### config.mk
export PLATFORM = sky130hd
export DESIGN_NAME = rcu_rst_seq
export DESIGN_NICKNAME = d
export VERILOG_FILES = /design/src/rtl/rcu_rst_seq.sv
export SDC_FILE = /design/constraint.sdc
export NUM_CORES = 1
export LEC_CHECK = 0
export CORE_ASPECT_RATIO = 0.6
export CORE_MARGIN = 3
export CORE_UTILIZATION = 31
export DETAILED_ROUTE_END_ITERATION = 8
export GPL_TIMING_DRIVEN = 0
export SLEW_MARGIN = 25
export SYNTH_ARGS = -nofsm -noshare
export SYNTH_HDL_FRONTEND = slang
export SYNTH_SLANG_ARGS = --single-unit
### constraint.sdc
create_clock -name clk_i -period 2.5 [get_ports clk_i]
set_input_delay 0.625 -clock clk_i [delete_from_list [all_inputs] [get_ports clk_i]]
set_output_delay 0.625 -clock clk_i [all_outputs]
set_load 0.005 [all_outputs]
### src/rtl/rcu_rst_seq.sv
// Reset-release sequencer: holds all domains in reset, waits for PLL lock (or bypass), then
// releases CH_NUM resets in order with a programmable gap. Lock timeout: RCU_SEQ_TIMEOUT_EN.
module rcu_rst_seq #(
    parameter int unsigned CH_NUM    = 6,
    parameter int unsigned DLY_WIDTH = 8,
    parameter int unsigned TMO_WIDTH = 16
) (
    input  logic                 clk_i,
    input  logic                 rst_n_i,
    input  logic                 pll_lock_i,
    input  logic                 pll_byp_i,
    input  logic                 wdt_rst_req_i,
    input  logic [CH_NUM-1:0]    sw_rst_req_i,
    input  logic [DLY_WIDTH-1:0] cfg_dly_i,
    input  logic                 clr_i,
    output logic [CH_NUM-1:0]    rst_n_o,
    output logic                 pll_sel_o,
    output logic                 done_o,
    output logic                 tmo_o,
    output logic                 lock_lost_o
);

    localparam int unsigned IDX_W      = $clog2(CH_NUM);
    localparam int unsigned ACNT_W     = 2;
    localparam int unsigned ASSERT_CYC = 4;

    typedef enum logic [1:0] {
        ST_ASSERT    = 2'd0,
        ST_WAIT_LOCK = 2'd1,
        ST_RELEASE   = 2'd2,
        ST_RUN       = 2'd3
    } state_t;

    state_t                r_state;
    logic [ACNT_W-1:0]     r_acnt;
    logic [IDX_W-1:0]      r_idx;
    logic [DLY_WIDTH-1:0]  r_dly;
    logic [DLY_WIDTH-1:0]  r_cnt;
    logic [DLY_WIDTH-1:0]  r_sw_cnt [CH_NUM];
    logic [CH_NUM-1:0]     r_rst_n;
    logic                  r_pll_sel;
    logic                  r_done;
    logic                  r_lock_lost;
    logic                  w_tmo_hit;
    logic                  w_lost_set;

`ifdef RCU_SEQ_TIMEOUT_EN
    logic [TMO_WIDTH-1:0]  r_tcnt;
    logic                  r_tmo;
    logic                  w_wait_stay;

    assign w_wait_stay = (r_state == ST_WAIT_LOCK) && !wdt_rst_req_i && !pll_byp_i && !pll_lock_i;
    assign w_tmo_hit   = w_wait_stay && (r_tcnt == {TMO_WIDTH{1'b1}});

    // Lock-wait timer; zero whenever the sequencer is not waiting for lock
    always_ff @(posedge clk_i or negedge rst_n_i) begin
        if (!rst_n_i) begin
            r_tcnt <= '0;
        end else if (w_wait_stay && !w_tmo_hit) begin
            r_tcnt <= r_tcnt + TMO_WIDTH'(1);
        end else begin
            r_tcnt <= '0;
        end
    end

    always_ff @(posedge clk_i or negedge rst_n_i) begin
        if (!rst_n_i) begin
            r_tmo <= 1'b0;
        end else if (w_tmo_hit) begin
            r_tmo <= 1'b1;
        end else if (clr_i) begin
            r_tmo <= 1'b0;
        end
    end

    assign tmo_o = r_tmo;
`else
    assign w_tmo_hit = 1'b0;
    assign tmo_o     = 1'b0;
`endif

    assign w_lost_set = r_pll_sel && !pll_lock_i;

    // Sticky lock-loss flag; a new event outranks a same-cycle clear
    always_ff @(posedge clk_i or negedge rst_n_i) begin
        if (!rst_n_i) begin
            r_lock_lost <= 1'b0;
        end else if (w_lost_set) begin
            r_lock_lost <= 1'b1;
        end else if (clr_i) begin
            r_lock_lost <= 1'b0;
        end
    end

    always_ff @(posedge clk_i or negedge rst_n_i) begin
        if (!rst_n_i) begin
            r_state   <= ST_ASSERT;
            r_acnt    <= '0;
            r_idx     <= '0;
            r_dly     <= '0;
            r_cnt     <= '0;
            r_rst_n   <= '0;
            r_pll_sel <= 1'b0;
            r_done    <= 1'b0;
            for (int k = 0; k < int'(CH_NUM); k++) begin
                r_sw_cnt[k] <= '0;
            end
        end else if (wdt_rst_req_i) begin
            r_state   <= ST_ASSERT;
            r_acnt    <= '0;
            r_idx     <= '0;
            r_cnt     <= '0;
            r_rst_n   <= '0;
            r_pll_sel <= 1'b0;
            r_done    <= 1'b0;
            for (int k = 0; k < int'(CH_NUM); k++) begin
                r_sw_cnt[k] <= '0;
            end
        end else begin
            unique case (r_state)
                ST_ASSERT: begin
                    r_rst_n   <= '0;
                    r_pll_sel <= 1'b0;
                    if (r_acnt == ACNT_W'(ASSERT_CYC - 1)) begin
                        r_acnt  <= '0;
                        r_state <= ST_WAIT_LOCK;
                    end else begin
                        r_acnt <= r_acnt + ACNT_W'(1);
                    end
                end
                ST_WAIT_LOCK: begin
                    if (pll_byp_i || pll_lock_i || w_tmo_hit) begin
                        r_state   <= ST_RELEASE;
                        r_pll_sel <= !pll_byp_i && pll_lock_i;
                        r_dly     <= cfg_dly_i;
                        r_idx     <= '0;
                        r_cnt     <= '0;
                    end
                end
                ST_RELEASE: begin
                    if (r_cnt == r_dly) begin
                        for (int k = 0; k < int'(CH_NUM); k++) begin
                            if (r_idx == IDX_W'(k)) begin
                                r_rst_n[k] <= 1'b1;
                            end
                        end
                        r_cnt <= '0;
                        if (r_idx == IDX_W'(CH_NUM - 1)) begin
                            r_state <= ST_RUN;
                            r_done  <= 1'b1;
                        end else begin
                            r_idx <= r_idx + IDX_W'(1);
                        end
                    end else begin
                        r_cnt <= r_cnt + DLY_WIDTH'(1);
                    end
                end
                ST_RUN: begin
                    // Per-channel soft reset: hold while requested, then count down the gap
                    for (int k = 0; k < int'(CH_NUM); k++) begin
                        if (sw_rst_req_i[k]) begin
                            r_rst_n[k]  <= 1'b0;
                            r_sw_cnt[k] <= r_dly;
                        end else if (!r_rst_n[k]) begin
                            if (r_sw_cnt[k] == '0) begin
                                r_rst_n[k] <= 1'b1;
                            end else begin
                                r_sw_cnt[k] <= r_sw_cnt[k] - DLY_WIDTH'(1);
                            end
                        end
                    end
                end
                default: r_state <= ST_ASSERT;
            endcase
        end
    end

    assign rst_n_o     = r_rst_n;
    assign pll_sel_o   = r_pll_sel;
    assign done_o      = r_done;
    assign lock_lost_o = r_lock_lost;

endmodule

==> impl_metrics.ini, run 1 <==
[logic_synthesis]
syn-num-nets = 652
synth_cells = 609
syn_area_sq_um = 5221
synth_edf_count = 0
synth_ff_type = dfrtp_1
synth_top_area_frac = 0.3834
async_reset_ff_frac = 1.000
synth.distinct_cells = 71
synth-seq-cells = 80
yosysTopAreaCell = dfrtp_1
yosysSeqAreaShare = 0.3834
synth_area_leaders = dfrtp_1, ha_1, nor2_1
ys_warn_count = 0
avgSynthCellArea_sq_um = 8.573

[outcome]
status = finished clean

[timing]
fin_crit_sh = 0.9496
tightest_slew_ns = 0.9796
setup_slack_ns = 0.1261
rsz0062_at_grt = false
report.final.hold_viol_count = 0
period_minus_slack_ns = 2.374
max-slew-margin-rel = 0.3440
finClkSkew_ns = 0.01060
setup_viol = 0
maxSlewViolCount = 0
max_clock_freq_ghz = 0.4212
hold-worst-slack_ns = 0.1701

[routing]
dr.pass1.iters = 8
drt_wl_total_um = 16160
drt_iter0_drc = 505
via_per_inst = 5.702
antenna_left = 0
vias = 5006
wl_per_cell_um = 18.41
drc = 0

[clock_network]
clk_pin_slew_ns = 0.06
cts_buffers = 9
cts_max_path_buffers = 2
ctsHtreeMaxLevel = 3
post-cts-setup-buffers = 0
clk_latency_ns = 0.34
cts_tree = done
root_buffer = clkbuf_16
cts.sinks = 80
hold_buffers = 0

[layout]
nFillCells = 1659
seq_area_sq_um = 2002
area_growth_pct = 16.94
final_layout_size_suffix_gt1_frac = 0.09077
antenna_cells = 0
final_area_sq_um = 6106
post_layout_nonfiller_instances = 878
multi_input_area_sq_um = 2934
fin_nets = 688

[critical_path]
crit_path_start = wdt_rst_req_i
reg2reg_depth = 7
required_ns = 2.70
cp_max_fo = 10
critPathKind = primary input to register
critPathArrivalTime_ns = 2.58
critPathCapture = r_sw_cnt[25]
crit_path_start_kind = primary input
r2r_end = rst_n_o[0]
r2r_setup_slack_ns = 0.16
worst_setup_path_end_kind = register
rr_startpoint = r_state[0]

[global_route]
grtUsageMet3 = 0.04640
grt.overflow.total = 0
gr-usage-met1 = 0.2753
antenna_found_initial = 0
grt_pass1_wl_um = 25990
grt_usage = 0.1780
top_usage_layer = met1
grt_start_max_net_pins = 48
use_met2 = 0.2381
grt_pass1_vias = 4682

[floorplan]
dieArea_sq_um = 18490
die_h_um = 106.5
dieWidth_um = 173.5
coreArea_sq_um = 16350
ioPinCount = 30
rows = 36
initial_core_util = 0.3193

[hold_path]
worstHoldPathType = primary input to async pin

[power]
powerDensity_nw_per_um2 = 912.3
total_power_w = 0.005571
peakVddDrop_mv = 0.4149
p_leak_nw = 2.562

[run]
cap_violations = 0

[place]
dp_slack_ns = -0.4682
place.gp.congestion = 0.9062
placed_cell_area_sq_um = 5776
hpwl_um = 11360
port_buffers = 24
dp_cells = 862
==> worst max-delay path, stage by stage <==
cell and delay [ns]:
clkbuf_1 0.34, clkbuf_1 0.55, clkbuf_1 0.53, buf_2 0.43, a21oi_1 0.09
==> synthesized netlist by cell type, types with 4 or more instances <==
| master | count |
|---|---|
| nor2b_1 | 13 |
| nand2b_1 | 4 |
| xor2_1 | 8 |
| or4_1 | 6 |
| nand2_1 | 66 |
| nor3_1 | 22 |
| nor4_1 | 9 |
| ha_1 | 23 |
| o31ai_1 | 11 |
| a31oi_1 | 12 |
| nand3_1 | 8 |
| or3_1 | 5 |
| o2bb2ai_1 | 6 |
| mux2_2 | 10 |
| o22ai_1 | 4 |
| dfrtp_1 | 80 |
| mux2i_1 | 5 |
| nor3b_1 | 4 |
| nor2_1 | 71 |
| buf_6 | 5 |
| o41ai_1 | 4 |
| o21ai_0 | 47 |
| o21a_1 | 5 |
| inv_1 | 27 |
| a22oi_1 | 11 |
| a22o_1 | 10 |
| a21oi_1 | 37 |
| o211ai_1 | 5 |
| clkbuf_1 | 21 |
| a211oi_1 | 5 |
| buf_2 | 4 |
==> sequential cells by signal, indices dropped and copies added, names as in the netlist <==
name         count
r_acnt           2
pll_sel_o        1
r_idx            3
done_o           1
lock_lost_o      1
r_cnt            8
rst_n_o          6
r_dly            8
r_sw_cnt        48
r_state          2
==> how the worst min path moves through the flow <==
stage	startpoint	to	slack [ns]	cells after the start
floorplan	rst_n_i	done_o	0.33	0
finish	rst_n_i	r_sw_cnt[19]	0.17	1
global route	rst_n_i	r_sw_cnt[19]	0.19	1
detailed placement	r_sw_cnt[15]	r_sw_cnt[15]	0.51	2
global placement	r_sw_cnt[9]	r_sw_cnt[9]	0.49	2
CTS	rst_n_i	r_sw_cnt[19]	0.18	1
==> logic make-up (layout without fill, tap and decap cells) <==
family / after synthesis / in the layout / synth area share
other cells: 1 / 1 / 0.0007182
xor+xnor: 8 / 8 / 0.01342
fa+ha+maj: 23 / 23 / 0.05512
flops: 80 / 80 / 0.3834
mux: 17 / 17 / 0.03618
buf+inv: 63 / 104 / 0.05703
simple gates: 230 / 230 / 0.2145
compound gates: 187 / 187 / 0.2396
==> timing repair <==
action	CTS	global route
endpoints found under the setup margin	20	11
resized for setup	2	5
pin swaps	0	0
==> through the flow <==
stage,setup TNS (ns),utilization
3_5_place_dp,-9.723,0.3532
2_1_floorplan,0,-
3_3_place_gp,-189.46,0.3515
4_1_cts,0,0.3726
6_report,0,0.3734
5_1_grt,0,0.3734
==> routing by layer <==
| layer | vias to the layer above | part of all wire |
|---|---|---|
| li1 | 2284 | - |
| met1 | 2461 | 0.50 |
| met2 | 239 | 0.39 |
| met3 | 22 | 0.096 |
| met4 | 0 | 0.016 |
| met5 | - | 0 |
==> power by group <==
group	total [W]	internal (W)	switching (W)
Combinational	0.00239	0.000935	0.00145
Sequential	0.00176	0.00152	0.000243
Clock	0.00143	0.000876	0.000549
==> cell usage in the layout, fill, tap and decap left out, types with 8 or more instances in the layout <==
cell type        Yosys  routed
a22oi_1             11      11
clkdlybuf4s50_1      0      23
nor2b_1             13      13
mux2_2              10      10
nor2_1              71      71
clkbuf_16            0       9
a31oi_1             12      11
nor3_1              22      22
a22o_1              10      10
nor4_1               9       9
ha_1                23      23
xor2_1               8       8
o21ai_0             47      46
dfrtp_1             80      80
inv_1               27      27
nand2_1             66      66
clkbuf_1            21      22
a21oi_1             37      37
o31ai_1             11      11
nand3_1              8       8
==> area by class of cell <==
cell class | count | share of cell area
plain buffers | 35 | 0.03217
clock buffers | 11 | 0.03811
clock inverters | 5 | 0.01332
inverters | 28 | 0.01721
multi-input cells | 466 | 0.4805
flip-flops and latches | 80 | 0.3279
well taps | 228 | 0.04672
repair buffers | 25 | 0.04406
No activity file was read; power rests on OpenSTA's default activity.
==> run 2, diff against run 1 <==
==> constraint.sdc (replaced) <==
create_clock -name clk_i -period 2.5 [get_ports clk_i]
set_input_delay 0.25 -clock clk_i [delete_from_list [all_inputs] [get_ports clk_i]]
set_output_delay 0.25 -clock clk_i [all_outputs]
set_load 0.005 [all_outputs]
==> run 2 against run 1 <==
  * Utilization hardly changed
  * Hold slack better by 0.20 ns
  * Cell area is 0.12% higher
  * Critical endpoint is now r_state[0]
==> impl_metrics.ini, run 2 (synthesis gave the netlist of run 1 again) <==
[layout]
top_register = r_sw_cnt
antenna_cells = 0
largest_register_ffs = 48
final_core_util = 0.3739
final_cell_mix = dfrtp_1, nor2_1, nand2_1
final_layout_size_suffix_gt1_frac = 0.08756
nFillCells = 1659
final_common_cell = dfrtp_1
reg.largest.list = r_sw_cnt: 48 flops, r_cnt: 8 flops, r_dly: 8 flops
fin_nets = 689
area_growth_pct = 17.09

[critical_path]
slowest_stage = nor4_2
crit_path_start_kind = register
slowest_delay_ns = 0.51
path_cells = buf_2, xor2_1, nor4_2, nand2_1, a21oi_2, mux2_1
worst_setup_path_end_kind = register
required_ns = 2.73
cp_max_fo = 8
critPathKind = register to register
critPathArrivalTime_ns = 2.55

[routing]
drc = 0
drt_wl_total_um = 16150
drt_iter0_drc = 512
wl_per_cell_um = 18.37
via_per_inst = 5.700
vias = 5010
antenna_left = 0
dr.pass1.iters = 5

[clock_network]
cts_buffers = 9
clk_pin_slew_ns = 0.07
ctsHtreeMaxLevel = 3
cts_tree = done
post-cts-setup-buffers = 0
cts.sinks = 80
root_buffer = clkbuf_16
cts_max_path_buffers = 2
clk_latency_ns = 0.34

[timing]
tightest_slew_ns = 0.9515
report.final.hold_viol_count = 0
max-slew-margin-rel = 0.3629
maxSlewViolCount = 0
finClkSkew_ns = 0.01079
tns_ns = 0
period_minus_slack_ns = 2.319
max_clock_freq_ghz = 0.4312
setup_viol = 0
rsz0062_at_grt = false
fin_crit_sh = 0.9277
hold-worst-slack_ns = 0.3690

[place]
port_buffers = 24
place.gp.congestion = 0.9062
hpwl_um = 11360

[global_route]
grt_usage = 0.1782
grt_start_max_net_pins = 48
grt_pass1_vias = 4690
grt_pass1_wl_um = 26010
antenna_found_initial = 0
grt.overflow.total = 0

[floorplan]
dieArea_sq_um = 18490
initial_core_util = 0.3193
rows = 36
coreArea_sq_um = 16350
die_h_um = 106.5
dieWidth_um = 173.5
ioPinCount = 30

[power]
peakVddDrop_mv = 0.4143
comb_power_share = 0.428
p_switching_w = 0.002243
seqPwrFrac = 0.316
clockPowerShare = 0.256
powerDensity_nw_per_um2 = 911.2
p_leak_nw = 2.561
power.share.switching = 0.4026
intPower_w = 0.003328

[hold_path]
worstHoldPathType = primary input to async pin

[outcome]
status = finished clean

[run]
cap_violations = 0
run 2: changes by cell type in the layout (fill, tap and decap cells not counted), sizes merged:
cell | previous run | this run
dlygate4sd3 | 0 | 1
run 2: power groups by stage:
stage	registers [W]	logic [W]	clock network [W]
detailed placement	0.00177	0.00232	0
global placement	0.00177	0.00225	0
global route	0.00179	0.00261	0.00152
CTS	0.00175	0.00233	0.00146
floorplan	0.00170	0.00161	0
finish	0.00176	0.00239	0.00142
run 2: metal layers:
metal  vias to the layer above  wire length (um)  track usage
met3                        22              1362      0.04604
met4                         0               246      0.05029
met1                      2458              8105       0.2755
met5                         -                 0            0
li1                       2285                 -            -
met2                       245              6431       0.2387
run 2: worst paths after layout:
kind	start	slack [ns]	cells past startpoint	endpoint
max in group asynchronous	rst_n_i	1.57	3	r_cnt[1]
worst max register to register	r_dly[3]	0.18	6	r_state[0]
worst min-delay path	rst_n_i	0.37	2	r_sw_cnt[19]
worst min register to register	r_sw_cnt[15]	0.52	2	r_sw_cnt[15]
worst max-delay path	r_dly[3]	0.18	6	r_state[0]
min in group clk_i	sw_rst_req_i[1]	0.43	3	r_sw_cnt[38]
run 2: layout make-up:
type | instances | area (sq um) | share of cell area
Multi-Input combinational cell | 466 | 2934 | 0.4799
Sequential cell | 80 | 2002 | 0.3275
Tap cell | 228 | 285.3 | 0.04666
Timing Repair Buffer | 26 | 279.0 | 0.04564
Clock buffer | 11 | 232.7 | 0.03807
Buffer | 35 | 193.9 | 0.03172
Inverter | 28 | 105.1 | 0.01719
Clock inverter | 5 | 81.33 | 0.01330
run 2: critical path: cells and delay by family, from the launching register on:
| kind | cells | cell delay [ns] |
|---|---|---|
| AO/OA/AOI/OAI | 1 | 0.27 |
| XOR/XNOR | 1 | 0.21 |
| buffers and inverters | 1 | 0.22 |
| flip-flops | 1 | 0.35 |
| multiplexers | 1 | 0.34 |
| AND/OR/NAND/NOR | 2 | 0.81 |
run 2: stage by stage:
step / setup WS [ns] / area, sq um / cells / power (W)
after global routing: 0.01807 / 6113 / 879 / 0.005926
final: 0.1809 / 6113 / 879 / 0.005571
after detailed placement: -0.09325 / 5776 / 862 / 0.004086
after CTS: 0.02633 / 6100 / 879 / 0.005543
after global placement: -1.915 / 5747 / 861 / 0.004014
after floorplan: 0.5949 / 5221 / 609 / 0.003309
run 2: what timing repair did:
action	CTS	global route
resized for setup	0	5
hold endpoints to repair	33	0
endpoints found under the setup margin	0	12
hold buffers	1	0
==> run 3, diff against run 2 <==
- DONT_BUFFER_PORTS: not set -> 1
- SLEW_MARGIN: 25 -> not set
==> run 3 against run 2 <==
  * Combinational power fell by 4%
  * Sequential share of layout area rose by 0.90 points
  * Fmax decreased by 2.4%
  * Flip-flop and latch count did not move
  * Cell area down 2.7%
  * Utilization down 1.0 points
  * Non-clock buffer count is 22 lower
  * Wire length is 0.50% lower
  * Setup slack lost 0.057 ns
  * Via count down 2.1%
  * Clock skew barely moved
  * Critical path type unchanged
==> impl_metrics.ini, run 3 (synthesis gave the netlist of run 1 again) <==
[outcome]
status = finished clean

[critical_path]
worst_setup_path_end_kind = register
required_ns = 2.73
slowest_delay_ns = 0.41
slowest_stage = nor4_1
critPathKind = register to register
critPathArrivalTime_ns = 2.60
crit_path_start_kind = register
cp_max_fo = 6
path_cells = inv_1, ha_1, clkbuf_1, nor4_1, nor2_1, a31oi_1, mux2_2

[layout]
final_common_cell = dfrtp_1
final_cell_mix = dfrtp_1, nor2_1, nand2_1
fin_nets = 667
final_area_sq_um = 5949
top_register = r_sw_cnt
antenna_cells = 0
nFillCells = 1677
area_growth_pct = 13.95
largest_register_ffs = 48
final_layout_size_suffix_gt1_frac = 0.09221
reg.largest.list = r_sw_cnt: 48 flops, r_cnt: 8 flops, r_dly: 8 flops

[clock_network]
root_buffer = clkbuf_16
clk_pin_slew_ns = 0.07
post-cts-setup-buffers = 0
cts_max_path_buffers = 2
cts_buffers = 9
clk_latency_ns = 0.34
ctsHtreeMaxLevel = 3
cts.sinks = 80
cts_tree = done

[power]
intPower_w = 0.003460
p_switching_w = 0.002277
clockPowerShare = 0.291
peakVddDrop_mv = 0.4520
power.share.switching = 0.3969
powerDensity_nw_per_um2 = 964.2
comb_power_share = 0.399
seqPwrFrac = 0.310
p_leak_nw = 2.514

[routing]
drt_iter0_drc = 576
drt_wl_total_um = 16070
drc = 0
wl_per_cell_um = 18.75
vias = 4906
dr.pass1.iters = 5
via_per_inst = 5.725
antenna_left = 0

[global_route]
grt_pass1_wl_um = 25820
grt_start_max_net_pins = 81
grt_usage = 0.1769
grt.overflow.total = 0
grt_pass1_vias = 4652
antenna_found_initial = 0

[floorplan]
die_h_um = 106.5
rows = 36
dieWidth_um = 173.5
initial_core_util = 0.3193
dieArea_sq_um = 18490
coreArea_sq_um = 16350
ioPinCount = 30

[timing]
fin_crit_sh = 0.9506
max-slew-margin-rel = 0.3351
period_minus_slack_ns = 2.377
finClkSkew_ns = 0.01066
setup_viol = 0
tightest_slew_ns = 0.9929
max_clock_freq_ghz = 0.4208
hold-worst-slack_ns = 0.04970
report.final.hold_viol_count = 0
rsz0062_at_grt = false
maxSlewViolCount = 0

[hold_path]
worstHoldPathType = primary input to register

[place]
place.gp.congestion = 0.9154
placed_cell_area_sq_um = 5507
hpwl_um = 11190
port_buffers = 0

[run]
cap_violations = 0
-- run 3: layout make-up --
cell class | count | area (sq um) | share of cell area
Multi-Input combinational cell | 466 | 2937 | 0.4936
Sequential cell | 80 | 2002 | 0.3365
Tap cell | 228 | 285.3 | 0.04795
Clock buffer | 9 | 225.2 | 0.03785
Buffer | 35 | 195.2 | 0.03281
Clock inverter | 7 | 142.6 | 0.02397
Inverter | 28 | 105.1 | 0.01767
Timing Repair Buffer | 4 | 57.56 | 0.009674
-- run 3: layer usage --
metal	wire length (um)	vias up	global-route usage	share of wire
met1	8063	2424	0.2706	0.50
li1	-	2236	-	-
met4	195	0	0.04451	0.012
met2	6499	227	0.2511	0.40
met3	1307	19	0.03569	0.081
met5	0	-	0	0
-- run 3: what timing repair did --
action                                  CTS  global route
hold endpoints to repair                 81             0
resized for setup                         1             5
hold buffers                              4             0
endpoints found under the setup margin    5             6
-- run 3: final timing paths --
path	start	slack [ns]	cells past startpoint	end
worst max-delay path	r_state[0]	0.12	7	rst_n_o[0]
worst min-delay path	cfg_dly_i[0]	0.05	2	r_dly[0]
worst max register to register	r_state[0]	0.12	7	rst_n_o[0]
worst min register to register	r_sw_cnt[33]	0.52	1	r_sw_cnt[33]
max in group asynchronous	rst_n_i	1.69	2	r_sw_cnt[14]
min in group asynchronous	rst_n_i	0.45	2	r_sw_cnt[19]
-- run 3: critical path, delay by kind of cell (launching register included) --
family / cells / cell delay [ns]
AOI/OAI and AO/OA: 1 / 0.38
adders and majority gates: 1 / 0.19
buffers and inverters: 2 / 0.26
DFF: 1 / 0.39
muxes: 1 / 0.38
and+or+nand+nor: 2 / 0.65
-- run 3: metrics by stage --
stage                     std cells  utilization  power, W   TNS (ns)  setup WS (ns)
final                           857       0.3639  0.005737          0         0.1234
after global routing            857       0.3639  0.006071          0        0.01621
after CTS                       857       0.3632  0.005689          0        0.08882
after detailed placement        837       0.3368  0.003975    -0.4905       -0.05799
after global placement          837       0.3368  0.003901  -0.004069      -0.004069
after floorplan                 609            -  0.003309          0         0.5949
-- run 3: power groups by stage --
stage / clock, W / combinational, W / sequential, W
2_1_floorplan: 0 / 0.00161 / 0.00170
3_3_place_gp: 0 / 0.00212 / 0.00178
3_5_place_dp: 0 / 0.00218 / 0.00179
4_1_cts: 0.00168 / 0.00224 / 0.00177
5_1_grt: 0.00174 / 0.00252 / 0.00181
6_report: 0.00167 / 0.00229 / 0.00178
